**config.mk**
```make
export PLATFORM = sky130hd
export DESIGN_NAME = control_riego
export DESIGN_NICKNAME = d
export VERILOG_FILES = /design/src/rtl/riego_pkg.sv /design/src/rtl/contador_ciclos.sv /design/src/rtl/control_riego.sv
export SDC_FILE = /design/constraint.sdc
export NUM_CORES = 1
export LEC_CHECK = 0
export ABC_AREA = 1
export ABC_CLOCK_PERIOD_IN_PS = 4900
export CORE_MARGIN = 3
export CORE_UTILIZATION = 40
export CTS_CLUSTER_SIZE = 25
export DETAILED_ROUTE_END_ITERATION = 8
export PLACE_DENSITY_LB_ADDON = 0.25
export SLEW_MARGIN = 10
export SYNTH_ARGS = -nofsm -noshare
export SYNTH_HDL_FRONTEND = slang
export SYNTH_HIERARCHICAL = 1
export SYNTH_SLANG_ARGS = --single-unit
```
**constraint.sdc**
```tcl
create_clock -name clk -period 4.9 [get_ports clk]
set_input_delay 0.735 -clock clk [delete_from_list [all_inputs] [get_ports clk]]
set_output_delay 0.735 -clock clk [all_outputs]
set_load 0.03 [all_outputs]
```
**src/rtl/riego_pkg.sv**
```systemverilog
// Shared state codes and default thresholds for the irrigation controller.
package riego_pkg;

  typedef enum logic [1:0] {
    ST_IDLE    = 2'd0,
    ST_CONFIRM = 2'd1,
    ST_REGANDO = 2'd2,
    ST_LOCKOUT = 2'd3
  } estado_t;

  localparam int unsigned DEF_HUM_W     = 12;
  localparam int unsigned DEF_DRY_TH    = 1000;
  localparam int unsigned DEF_WET_TH    = 2000;
  localparam int unsigned DEF_N_CONFIRM = 4;
  localparam int unsigned DEF_MIN_ON    = 50_000_000;
  localparam int unsigned DEF_MAX_ON    = 1_500_000_000;
  localparam int unsigned DEF_LOCKOUT   = 500_000_000;

endpackage

```
**src/rtl/contador_ciclos.sv**
```systemverilog
// Saturating cycle counter with synchronous clear and terminal-count flag.
module contador_ciclos #(
  parameter int unsigned W  = 8,
  parameter int unsigned TC = 1
) (
  input  logic         clk,
  input  logic         rst_n,
  input  logic         clear,
  input  logic         en,
  output logic [W-1:0] count,
  output logic         tc_c
);

  always_ff @(posedge clk or negedge rst_n) begin
    if (!rst_n) begin
      count <= '0;
    end else if (clear) begin
      count <= '0;
    end else if (en && (count != '1)) begin
      count <= count + W'(1);
    end
  end

  assign tc_c = (count == W'(TC));

endmodule

```
**src/rtl/control_riego.sv**
```systemverilog
// Soil-moisture irrigation controller: confirm dryness, water with min/max time, then rest.
module control_riego
  import riego_pkg::*;
#(
  parameter int unsigned HUM_W     = DEF_HUM_W,
  parameter int unsigned DRY_TH    = DEF_DRY_TH,
  parameter int unsigned WET_TH    = DEF_WET_TH,
  parameter int unsigned N_CONFIRM = DEF_N_CONFIRM,
  parameter int unsigned MIN_ON    = DEF_MIN_ON,
  parameter int unsigned MAX_ON    = DEF_MAX_ON,
  parameter int unsigned LOCKOUT   = DEF_LOCKOUT
) (
  input  logic             clk,
  input  logic             rst_n,
  input  logic             enable,
  input  logic             hum_valid,
  input  logic [HUM_W-1:0] hum,
  input  logic             err_clr,
  output logic             regar,
  output logic [1:0]       estado,
  output logic             timeout_err
);

  localparam int unsigned DRY_W = $clog2(N_CONFIRM + 1);
  localparam int unsigned ON_W  = $clog2(MAX_ON + 1);
  localparam int unsigned LK_W  = $clog2(LOCKOUT + 1);

  estado_t          state, state_next;
  logic [DRY_W-1:0] dry_cnt, dry_next;
  logic [ON_W-1:0]  on_cnt;
  logic [LK_W-1:0]  lk_cnt_unused;
  logic             on_tc, lk_tc;
  logic             tmo_set;
  logic             is_dry, is_wet;
  logic             on_en, lk_en;

  assign is_dry = (hum < HUM_W'(DRY_TH));
  assign is_wet = (hum >= HUM_W'(WET_TH));
  assign on_en  = (state == ST_REGANDO);
  assign lk_en  = (state == ST_LOCKOUT);

  // Timers restart from zero whenever their state is not active.
  contador_ciclos #(.W(ON_W), .TC(MAX_ON - 1)) u_on_timer (
    .clk   (clk),
    .rst_n (rst_n),
    .clear (!enable || !on_en),
    .en    (on_en),
    .count (on_cnt),
    .tc_c  (on_tc)
  );

  contador_ciclos #(.W(LK_W), .TC(LOCKOUT - 1)) u_lk_timer (
    .clk   (clk),
    .rst_n (rst_n),
    .clear (!enable || !lk_en),
    .en    (lk_en),
    .count (lk_cnt_unused),
    .tc_c  (lk_tc)
  );

  always_ff @(posedge clk or negedge rst_n) begin
    if (!rst_n) begin
      state       <= ST_IDLE;
      dry_cnt     <= '0;
      regar       <= 1'b0;
      timeout_err <= 1'b0;
    end else begin
      state   <= state_next;
      dry_cnt <= dry_next;
      regar   <= (state_next == ST_REGANDO);
      if (tmo_set) begin
        timeout_err <= 1'b1;
      end else if (err_clr) begin
        timeout_err <= 1'b0;
      end
    end
  end

  assign estado = state;

  always_comb begin
    state_next = state;
    dry_next   = dry_cnt;
    tmo_set    = 1'b0;
    if (!enable) begin
      state_next = ST_IDLE;
      dry_next   = '0;
    end else begin
      case (state)
        ST_IDLE: begin
          if (hum_valid && is_dry) begin
            if (N_CONFIRM == 1) begin
              state_next = ST_REGANDO;
            end else begin
              state_next = ST_CONFIRM;
              dry_next   = DRY_W'(1);
            end
          end
        end
        ST_CONFIRM: begin
          if (hum_valid) begin
            if (!is_dry) begin
              state_next = ST_IDLE;
              dry_next   = '0;
            end else if (dry_cnt == DRY_W'(N_CONFIRM - 1)) begin
              state_next = ST_REGANDO;
              dry_next   = '0;
            end else begin
              dry_next = dry_cnt + DRY_W'(1);
            end
          end
        end
        ST_REGANDO: begin
          // Wet-stop takes priority over expiry and leaves the error flag alone.
          if (hum_valid && is_wet && (on_cnt >= ON_W'(MIN_ON))) begin
            state_next = ST_LOCKOUT;
          end else if (on_tc) begin
            state_next = ST_LOCKOUT;
            tmo_set    = 1'b1;
          end
        end
        ST_LOCKOUT: begin
          if (lk_tc) begin
            state_next = ST_IDLE;
          end
        end
        default: state_next = ST_IDLE;
      endcase
    end
  end

endmodule

```
==> reports/metrics.yaml <==
run_status:
  outcome: "completed"
yosys:
  yosys_warnings: 6
  synth_top_area_share_pct: 33.8
  netlist_instances: 775
  netlist_area_sq_mm: 0.00495
  ys_top_cells_by_count: "284 x nand2_1, 117 x nor2_1, 75 x inv_1, 67 x dfrtp_1, 64 x nand3_1"
  synth-main-ff-cell: "dfrtp_1"
  ys_ff_latch: 67
  syn-num-nets: 796
  netlist_top_cells_area: "dfrtp_1 34%, nand2_1 22%, nor2_1 8.9%, nand3_1 6.5%, inv_1 5.7%"
  synth_area_per_cell_sq_um: 6.39
  synth.largest_area_cell: "dfrtp_1"
  synth-async-reset-ratio_pct: 100
  yosysUniqueCellTypes: 37
  yosysMostFrequentCell: "nand2_1"
  yosysSeqAreaShare_pct: 33.8
  synth_edf_count: 0
global_route:
  overflow: 0
  grt_pass1_wl_um: 21200
  grt_pass1_vias: 4561
  grt_max_degree: 50
  antenna_found_initial: 0
  grt_usage_pct: 19.4
power_and_ir_drop:
  peakVddDrop_uv: 216
  p_leak_nw: 2.47
  p_int_w: 0.00107
  p_per_area_mw_per_mm2: 242
  pwr-share-seq_pct: 41.2
  p_sw_w: 0.000281
  clockPowerShare_pct: 55.8
  total_power_w: 0.00135
  swShare_pct: 20.8
  power_frac_comb_pct: 3.0
sta:
  rsz0062_at_grt: "false"
  skew_ns: 0.00989
  relSlewSlack_pct: 42.5
  fmax_mhz: 354
  hold_viol_final: 0
  slew_violations: 0
  finalCritPeriodShare_pct: 57.6
  setup_violations: 0
  tightest_slew_ns: 0.862
  finalSetupTns_ns: 0
  post-route-min-period_ns: 2.82
worst_setup_path:
  crit_top_cell: "nand2_1"
  max_stage_delay_ns: 0.57
  crit_path_end_kind: "flop"
  critical-path-top-delay-family: "simple AND/OR/NAND/NOR gates"
  cp_slowest_cell: "dfrtp_1"
  critPathKind: "flop to flop"
  arrival_ns: 3.10
  cp-start-kind: "flop"
  rrSetupSlack_ns: 2.08
  path_cells: "inv_1 -> nor2_1 -> nand2_1 -> inv_2 -> nand2_4 -> clkinv_2 -> nand2_1 -> nand2_1"
  worstPathMaxFanout: 28
  critPathBufInv: 3
  crit_required_ns: 5.18
die:
  num_rows: 40
  die-area_sq_mm: 0.0138
  die-width_um: 117
  ios: 21
  fp.dieH_um: 117
  start_util_pct: 41.1
  core_sq_mm: 0.0121
route:
  wl_per_cell_um: 13.1
  vias: 4866
  drt-pass1-iter-count: 6
  drt_iter0_drc: 387
  drc_errors: 0
  vias_per_cell: 5.05
  ant_nets: 0
  wl_um: 12700
cts:
  clk_pin_slew_ns: 0.06
  cts_tree: "built"
  clockBufferDepth: 2
  post_cts.repair.setup_buffers: 0
  clock-root-buffer: "clkbuf_16"
  worst_skew_pair.late_latency_ns: 0.35
  cts.sinks: 67
  cts_buffers: 9
  htree_num_levels: 3
  cts_hold_buffers: 0
  postCtsResizedCells: 0
placement:
  portBuffers: 17
  hpwlAfterDp_um: 9020
  dp_cells: 947
  gp_congestion: 0.917
layout:
  antennaDiodeCount: 0
  fin_cells: 963
  fin_nets: 811
  syn_to_final_growth_pct: 12.6
  drive_gt1_share_pct: 7.80
job:
  max_cap_violations: 0
hold_path:
  holdCritPathClass: "input pin to asynchronous set/reset pin"
## area by class of cell
class	instances	area, sq um
Clock inverter	6	113
Tap cell	168	210
Fill cell	1246	6480
Inverter	82	310
Sequential cell	67	1680
Multi-Input combinational cell	610	2850
Clock buffer	10	229
Timing Repair Buffer	20	188
## registers in the layout, summed over array words and instances, names as in the netlist
name              count
dry_cnt               3
u_lk_timer/count     29
timeout_err           1
regar                 1
estado                2
u_on_timer/count     31
## per-layer routing
metal,vias up,GRT usage (%),routed length (um)
met3,24,5.04,646
met4,0,7.49,247
met2,120,32.0,6060
met1,2242,24.4,5710
li1,2480,-,-
met5,-,0,0
## power groups by stage
stage | Clock [W] | Sequential, W | Combinational [W]
6_report | 0.000753 | 0.000557 | 0.0000401
5_1_grt | 0.000805 | 0.000557 | 0.0000458
4_1_cts | 0.000775 | 0.000557 | 0.0000413
3_5_place_dp | 0 | 0.000567 | 0.0000415
3_3_place_gp | 0 | 0.000567 | 0.0000402
2_1_floorplan | 0 | 0.000567 | 0.0000129
## cell families after synthesis
group           share of synthesized area (%)
compound gates                           5.58
flops                                    33.8
xor+xnor                                 2.83
fa+ha+maj                                1.01
simple gates                             48.2
buf+inv                                  8.59
## final timing paths
check	startpoint	to	cells after the start
min in group clk	u_lk_timer/count[1]	u_lk_timer/count[1]	2
min	rst_n	u_lk_timer/count[22]	1
max reg2reg	estado[1]	u_on_timer/count[14]	8
max	estado[1]	u_on_timer/count[14]	8
max in group asynchronous	rst_n	u_on_timer/count[18]	2
min reg2reg	u_lk_timer/count[1]	u_lk_timer/count[1]	2
## metrics by stage
stage / cell area [sq um] / utilization (%) / setup slack [ns] / hold WS (ns)
5_1_grt: 5580 / 46.3 / 1.83 / 0.347
6_report: 5580 / 46.3 / 2.08 / 0.326
3_5_place_dp: 5240 / 43.4 / 1.83 / 0.501
2_1_floorplan: 4950 / - / 3.07 / 0.439
3_3_place_gp: 5240 / 43.4 / 1.88 / 0.477
4_1_cts: 5580 / 46.3 / 2.12 / 0.329
## worst register-to-register path, delay by kind of cell, from the launching register on
kind	cells	cell delay, ns
flops	1	0.57
simple gates	5	1.23
buf+inv	3	0.97
## cell usage in the layout, fill, tap and decap left out, types with 6 or more instances in the layout
| master | instances |
|---|---|
| nand2_1 | 284 |
| nor2_1 | 117 |
| inv_1 | 75 |
| dfrtp_1 | 67 |
| nand3_1 | 64 |
| nand4_1 | 30 |
| o21ai_0 | 22 |
| clkdlybuf4s50_1 | 16 |
| xor2_1 | 12 |
| o21ai_1 | 11 |
| nand2_2 | 9 |
| clkbuf_16 | 9 |
| a21oi_1 | 8 |
| nor2_2 | 7 |
| nand2_4 | 6 |
No activity file was read; power rests on OpenSTA's default activity.
